--- src/rtl/pcpu_pkg.sv ---
// pcpu_pkg: pcpu opcodes, NOP word, 32-bit instruction layout (opcode in [31:26]) and fetch-unit state/queue-entry types
package pcpu_pkg;
  localparam int XLEN = 32;
  typedef logic [5:0] opcode_t;
  localparam opcode_t OP_NOP = 6'h00;
  localparam opcode_t OP_LOAD = 6'h01;
  localparam opcode_t OP_STORE = 6'h02;
  localparam opcode_t OP_BEQ = 6'h04;
  localparam opcode_t OP_BNE = 6'h05;
  localparam opcode_t OP_JMP = 6'h08;
  localparam opcode_t OP_HALT = 6'h3f;
  localparam logic [XLEN-1:0] NOP_WORD = {OP_NOP, 26'b0};
  typedef enum logic [1:0] {IF_IDLE, IF_FETCH, IF_HALTED} if_state_t;
  typedef struct packed {
    logic [XLEN-1:0] ins;
    logic [XLEN-1:0] pc;
  } if_entry_t;
  function automatic opcode_t opcode_of(input logic [XLEN-1:0] w);
    return w[31:26];
  endfunction
endpackage

--- src/rtl/if_fifo.sv ---
// if_fifo: DEPTH-entry synchronous queue of {instruction, pc}; ports clock/reset, flush (beats push), push/din, pop/dout, count/full/empty
module if_fifo
  import pcpu_pkg::*;
#(
  parameter int DEPTH = 4
) (
  input  logic                   clock,
  input  logic                   reset,
  input  logic                   flush,
  input  logic                   push,
  input  if_entry_t              din,
  input  logic                   pop,
  output if_entry_t              dout,
  output logic [$clog2(DEPTH):0] count,
  output logic                   full,
  output logic                   empty
);
  localparam int AW = $clog2(DEPTH);
  if_entry_t mem [DEPTH];
  logic [AW-1:0] rd, wr;
  logic do_push, do_pop;
  assign full = count == (AW+1)'(DEPTH);
  assign empty = count == '0;
  assign do_push = push && !full;
  assign do_pop = pop && !empty;
  assign dout = mem[rd];
  always_ff @(posedge clock) begin
    if (reset || flush) begin
      rd <= '0;
      wr <= '0;
      count <= '0;
    end else begin
      if (do_push) begin
        mem[wr] <= din;
        wr <= wr + AW'(1);
      end
      if (do_pop) rd <= rd + AW'(1);
      count <= count + (AW+1)'(do_push) - (AW+1)'(do_pop);
    end
  end
endmodule

--- src/rtl/if_prefetch_unit.sv ---
// if_prefetch_unit: pcpu fetch front end (fetch PC, imem req/gnt/rvalid, prefetch queue, ins valid/ready to ID, redirect, halted); IF_BYPASS_EN adds empty-queue rdata bypass
module if_prefetch_unit
  import pcpu_pkg::*;
#(
  parameter int          DEPTH    = 4,
  parameter logic [31:0] RESET_PC = 32'h0,
  parameter logic [31:0] PC_STEP  = 32'd1
) (
  input  logic        clock,
  input  logic        reset,
  input  logic        enable,
  input  logic        redirect,
  input  logic [31:0] redirect_pc,
  output logic        imem_req,
  output logic [31:0] imem_addr,
  input  logic        imem_gnt,
  input  logic        imem_rvalid,
  input  logic [31:0] imem_rdata,
  output logic        ins_valid,
  input  logic        ins_ready,
  output logic [31:0] ins_out,
  output logic [31:0] ins_pc,
  output logic        halted
);
  localparam int CW = $clog2(DEPTH) + 1;
  if_state_t state, state_n;
  logic [31:0] pc, rsp_pc;
  logic [CW-1:0] outstanding, out_n, drop, count;
  logic full, empty, issue, rsp_live, accept, byp, push, pop, halt_enq;
  if_entry_t head, entry;
  assign imem_req = state == IF_FETCH && count + outstanding < CW'(DEPTH);
  assign imem_addr = redirect ? redirect_pc : pc;
  assign issue = imem_req && imem_gnt;
  assign rsp_live = imem_rvalid && outstanding != '0;
  assign accept = rsp_live && drop == '0 && !redirect;
`ifdef IF_BYPASS_EN
  assign byp = accept && empty && ins_ready;
`else
  assign byp = 1'b0;
`endif
  assign push = accept && !byp && !full;
  assign pop = ins_ready && !empty;
  assign halt_enq = accept && opcode_of(imem_rdata) == OP_HALT;
  assign out_n = outstanding + CW'(issue) - CW'(rsp_live);
  assign entry = '{ins: imem_rdata, pc: rsp_pc};
  assign ins_valid = !empty || byp;
  assign ins_out = !empty ? head.ins : byp ? imem_rdata : NOP_WORD;
  assign ins_pc = !empty ? head.pc : byp ? rsp_pc : '0;
  always_comb state_n = state == IF_HALTED ? (redirect ? IF_FETCH : IF_HALTED) :
                        state == IF_IDLE ? (enable ? IF_FETCH : IF_IDLE) :
                        !enable ? IF_IDLE : halt_enq ? IF_HALTED : IF_FETCH;
  always_ff @(posedge clock) begin
    state <= reset ? IF_IDLE : state_n;
    halted <= !reset && state_n == IF_HALTED;
  end
  always_ff @(posedge clock) begin
    if (reset) begin
      pc <= RESET_PC;
      rsp_pc <= RESET_PC;
      outstanding <= '0;
      drop <= '0;
    end else begin
      outstanding <= out_n;
      drop <= redirect ? out_n : drop - CW'(rsp_live && drop != '0);
      pc <= redirect ? redirect_pc : issue ? pc + PC_STEP : pc;
      rsp_pc <= redirect ? redirect_pc : accept ? rsp_pc + PC_STEP : rsp_pc;
    end
  end
  if_fifo #(.DEPTH(DEPTH)) u_fifo (
    .clock(clock),
    .reset(reset),
    .flush(redirect),
    .push(push),
    .din(entry),
    .pop(pop),
    .dout(head),
    .count(count),
    .full(full),
    .empty(empty)
  );
endmodule

--- config.mk ---
export PLATFORM = sky130hd
export DESIGN_NAME = if_prefetch_unit
export DESIGN_NICKNAME = d
export VERILOG_FILES = /design/src/rtl/pcpu_pkg.sv /design/src/rtl/if_fifo.sv /design/src/rtl/if_prefetch_unit.sv
export SDC_FILE = /design/constraint.sdc
export NUM_CORES = 1
export LEC_CHECK = 0
export ABC_AREA = 1
export BUFFER_PORTS_ARGS = -buffer_cell sky130_fd_sc_hd__buf_2
export CORE_ASPECT_RATIO = 0.7
export CORE_MARGIN = 2
export CORE_UTILIZATION = 50
export DETAILED_ROUTE_END_ITERATION = 6
export PLACE_DENSITY = 0.7
export SLEW_MARGIN = 20
export SYNTH_ARGS = -nofsm -noshare
export SYNTH_HDL_FRONTEND = slang
export SYNTH_SLANG_ARGS = --single-unit
--- constraint.sdc ---
create_clock -name clock -period 6.3 [get_ports clock]
set_clock_uncertainty 0.15 [all_clocks]
set_input_delay 0.945 -clock clock [delete_from_list [all_inputs] [get_ports clock]]
set_output_delay 0.945 -clock clock [all_outputs]
set_load 0.02 [all_outputs]
==> run_results.csv <==
group,metric,value,unit
run_status,status,"finished clean",
power,p_leak,6.93,nW
sta,worst_slew_pin_slew,1.00,ns
critical_path,start_kind,"flop",
clocking,cts_sinks,338,
sta,slew_headroom,33.2,%
detailed_routing,wirelength,41100,um
clocking,cts_made_buffers,35,
logic_synthesis,ys_top_cells_by_count,"nor2_1 (440), nand2_1 (284), edfxtp_1 (256)",
logic_synthesis,synthAdderAreaFrac,1.30,%
global_route,grt_pass1_vias,11400,
detailed_routing,antenna_left,0,
logic_synthesis,synthArstFlopShare,0,%
cells_and_area,final-seq-area,9330,sq um
power,power,5.43,mW
die,start_util,50.4,%
placed_design,place_hpwl,26400,um
clocking,post_cts_resized,0,
die,ios,170,
clocking,cts_buffer_depth,3,
min_path,worst_hold_path_type,"flop to flop",
logic_synthesis,synthSimpleGateAreaFrac,21.9,%
cells_and_area,area_growth,15.1,%
critical_path,path_max_fanout,74,
flow_run,drv_cap,0,
power,vdd_drop_max,0.214,mV
critical_path,path_cells,"inv_2 -> buf_4 -> o21ai_0 -> a21oi_1 -> buf_2",
cells_and_area,diodes,0,
sta,setup_viol,0,
critical_path,slowest_stage,"inv_2",
global_route,grtUsageTotal,24.8,%
clocking,postCtsSetupBuffers,0,
detailed_routing,post_drt_wl_per_cell,17.7,um
logic_synthesis,syn-mean-instance-area,9.00,sq um
placed_design,dpl_cell_area,16700,sq um
logic_synthesis,synth_area_leader_cell,"edfxtp_1",
sta,hold_viol_final,0,
detailed_routing,avgViaCountPerCell,5.42,
logic_synthesis,ys_ff_latch,338,
logic_synthesis,synth_xor_area_share,1.18,%
clocking,cts_tree,"yes",
logic_synthesis,synth_compound_area_share,10.6,%
sta,setup_tns,0,ns
die,core_area,30900,sq um
global_route,grt_max_degree,82,
logic_synthesis,synth_warnings,0,
sta,drv_slew,0,
die,dieWidth,215,um
logic_synthesis,synth-edff-count,256,
cells_and_area,final_area,17900,sq um
placed_design,gp_congestion,0.939,
logic_synthesis,synth_top_area_share,49.4,%
critical_path,endpoint_kind,"output pin",
cells_and_area,fill_cells,2719,
die,die_h,152,um
logic_synthesis,yosysSeqAreaShare,59.9,%
power,powerDensity,303,nW/um^2
global_route,grt_pass1_wl,63200,um
sta,rsz0062_at_grt,"false",
sta,finalCritPeriodShare,69.5,%
die,core.rowCount,54,
detailed_routing,drt_iter0_markers,1362,
detailed_routing,drc_errors,0,
sta,post-route-min-period,4.38,ns
logic_synthesis,syn_nets,1816,
cells_and_area,drive_gt1_share,13.8,%
detailed_routing,dr.pass1.iters,6,
clocking,postCtsHoldBufs,0,
cells_and_area,nNetsFinal,1957,
logic_synthesis,yosysMostFrequentCell,"nor2_1",
clocking,htree_levels,2,
global_route,antenna_found_initial,0,
logic_synthesis,synthTopCellsByArea,"edfxtp_1 (49%), nor2_1 (11%), dfxtp_1 (11%), nand2_1 (6.8%), o21ai_0 (5.8%)",
detailed_routing,num_vias,12600,
logic_synthesis,syn_area,15600,sq um
cells_and_area,multiInputGateArea,5480,sq um
critical_path,critical-path-max-stage-delay,0.68,ns
logic_synthesis,synth.area.mux_share,0,%
logic_synthesis,synth_top_family_by_area,"simple AND/OR/NAND/NOR gates",
clocking,clockRootBuffer,"clkbuf_16",
placed_design,port_buffers,169,
logic_synthesis,ys_types,36,
die,dieArea,32600,sq um
logic_synthesis,synthFlopType,"edfxtp_1",
sta,fmax,228,MHz
critical_path,required,5.20,ns
global_route,gr-total-overflow,0,
clocking,clk_pin_slew,0.06,ns
clocking,clk_latency,0.52,ns
critical_path,cp.arrival,3.29,ns
critical_path,setup.worst_path.class,"flop to output pin",
logic_synthesis,netlist_instances,1730,
flip-flops by register name (all words and copies together) (netlist names), named ones only:
register / flops
u_fifo.mem: 256
pc: 32
rsp_pc: 32
drop: 3
outstanding: 3
u_fifo.count: 3
state: 2
u_fifo.rd: 2
u_fifo.wr: 2
halted: 1
worst paths after layout:
| path | slack, ns | end | cells past startpoint | start |
|---|---|---|---|---|
| worst max-delay path | 1.92 | ins_pc[9] | 5 | flop |
| worst min-delay path | 0.31 | flop | 2 | u_fifo.rd[1] |
| worst max register to register | 2.40 | u_fifo.mem[0][4] | 11 | outstanding[1] |
| worst min register to register | 0.31 | flop | 2 | u_fifo.rd[1] |
cell type report:
cell class                 instances  share of cell area (%)
clock buffer                      47                    5.54
multi-input combinational       1207                    30.6
tap                              420                    2.93
timing repair buffer             185                    5.46
inverter                         104                    2.18
clock inverter                    17                    1.24
sequential                       338                    52.1
power by group:
group	switching, mW	total (mW)	internal [mW]
sequential	0.106	2.60	2.49
combinational	0.451	0.651	0.201
clock	0.859	2.18	1.32
total	1.42	5.43	4.01
metal layers:
layer  vias to the layer above  global-route usage, %  share of wire [%]
li1                       6094                      -                  -
met1                      5896                   37.3                 47
met2                       495                   37.1                 43
met3                        82                   4.41                8.3
met4                         0                   6.74                2.1
met5                         -                      0                  0
metrics by stage:
stage,hold WS (ns),setup WS [ns],std cells,util [%]
after floorplan,0.287,1.34,1730,-
after global placement,0.290,2.15,2254,54.1
after detailed placement,0.308,1.97,2254,54.1
after CTS,0.316,1.94,2318,58.0
after global routing,0.359,1.65,2318,58.0
final,0.307,1.92,2318,58.0
cells in the final DEF (no fill, tap or decap), drive strengths merged:
cell,count
nor2,445
nand2,288
edfxtp,256
o21ai,195
buf,185
a21oi,107
inv,104
nand3,85
dfxtp,82
clkbuf,47
xor2,17
ha,13
clkinv,11
a31oi,10
nor3,10
nand3b,9
nand4,9
bufinv,5
xnor2,4
o21bai,4
o22ai,3
o211ai,2
or2,2
fa,2
and3,1
a211oi,1
clkinvlp,1
critical path: cells and delay by family, from the launching register on:
kind                   cells  cell delay [ns]
AO/OA/AOI/OAI              2             0.55
buffers and inverters      3             1.58
flip-flops                 1             0.53
logic make-up (layout without fill, tap and decap cells):
group                      Yosys count  in the layout
DFF                                338            338
and+or+nand+nor                    849            849
adders and majority gates           15             15
AOI/OAI and AO/OA                  322            322
buffers and inverters              185            353
xor gates and xnor gates            21             21
Note: power is estimated with default switching activity, not from simulation.
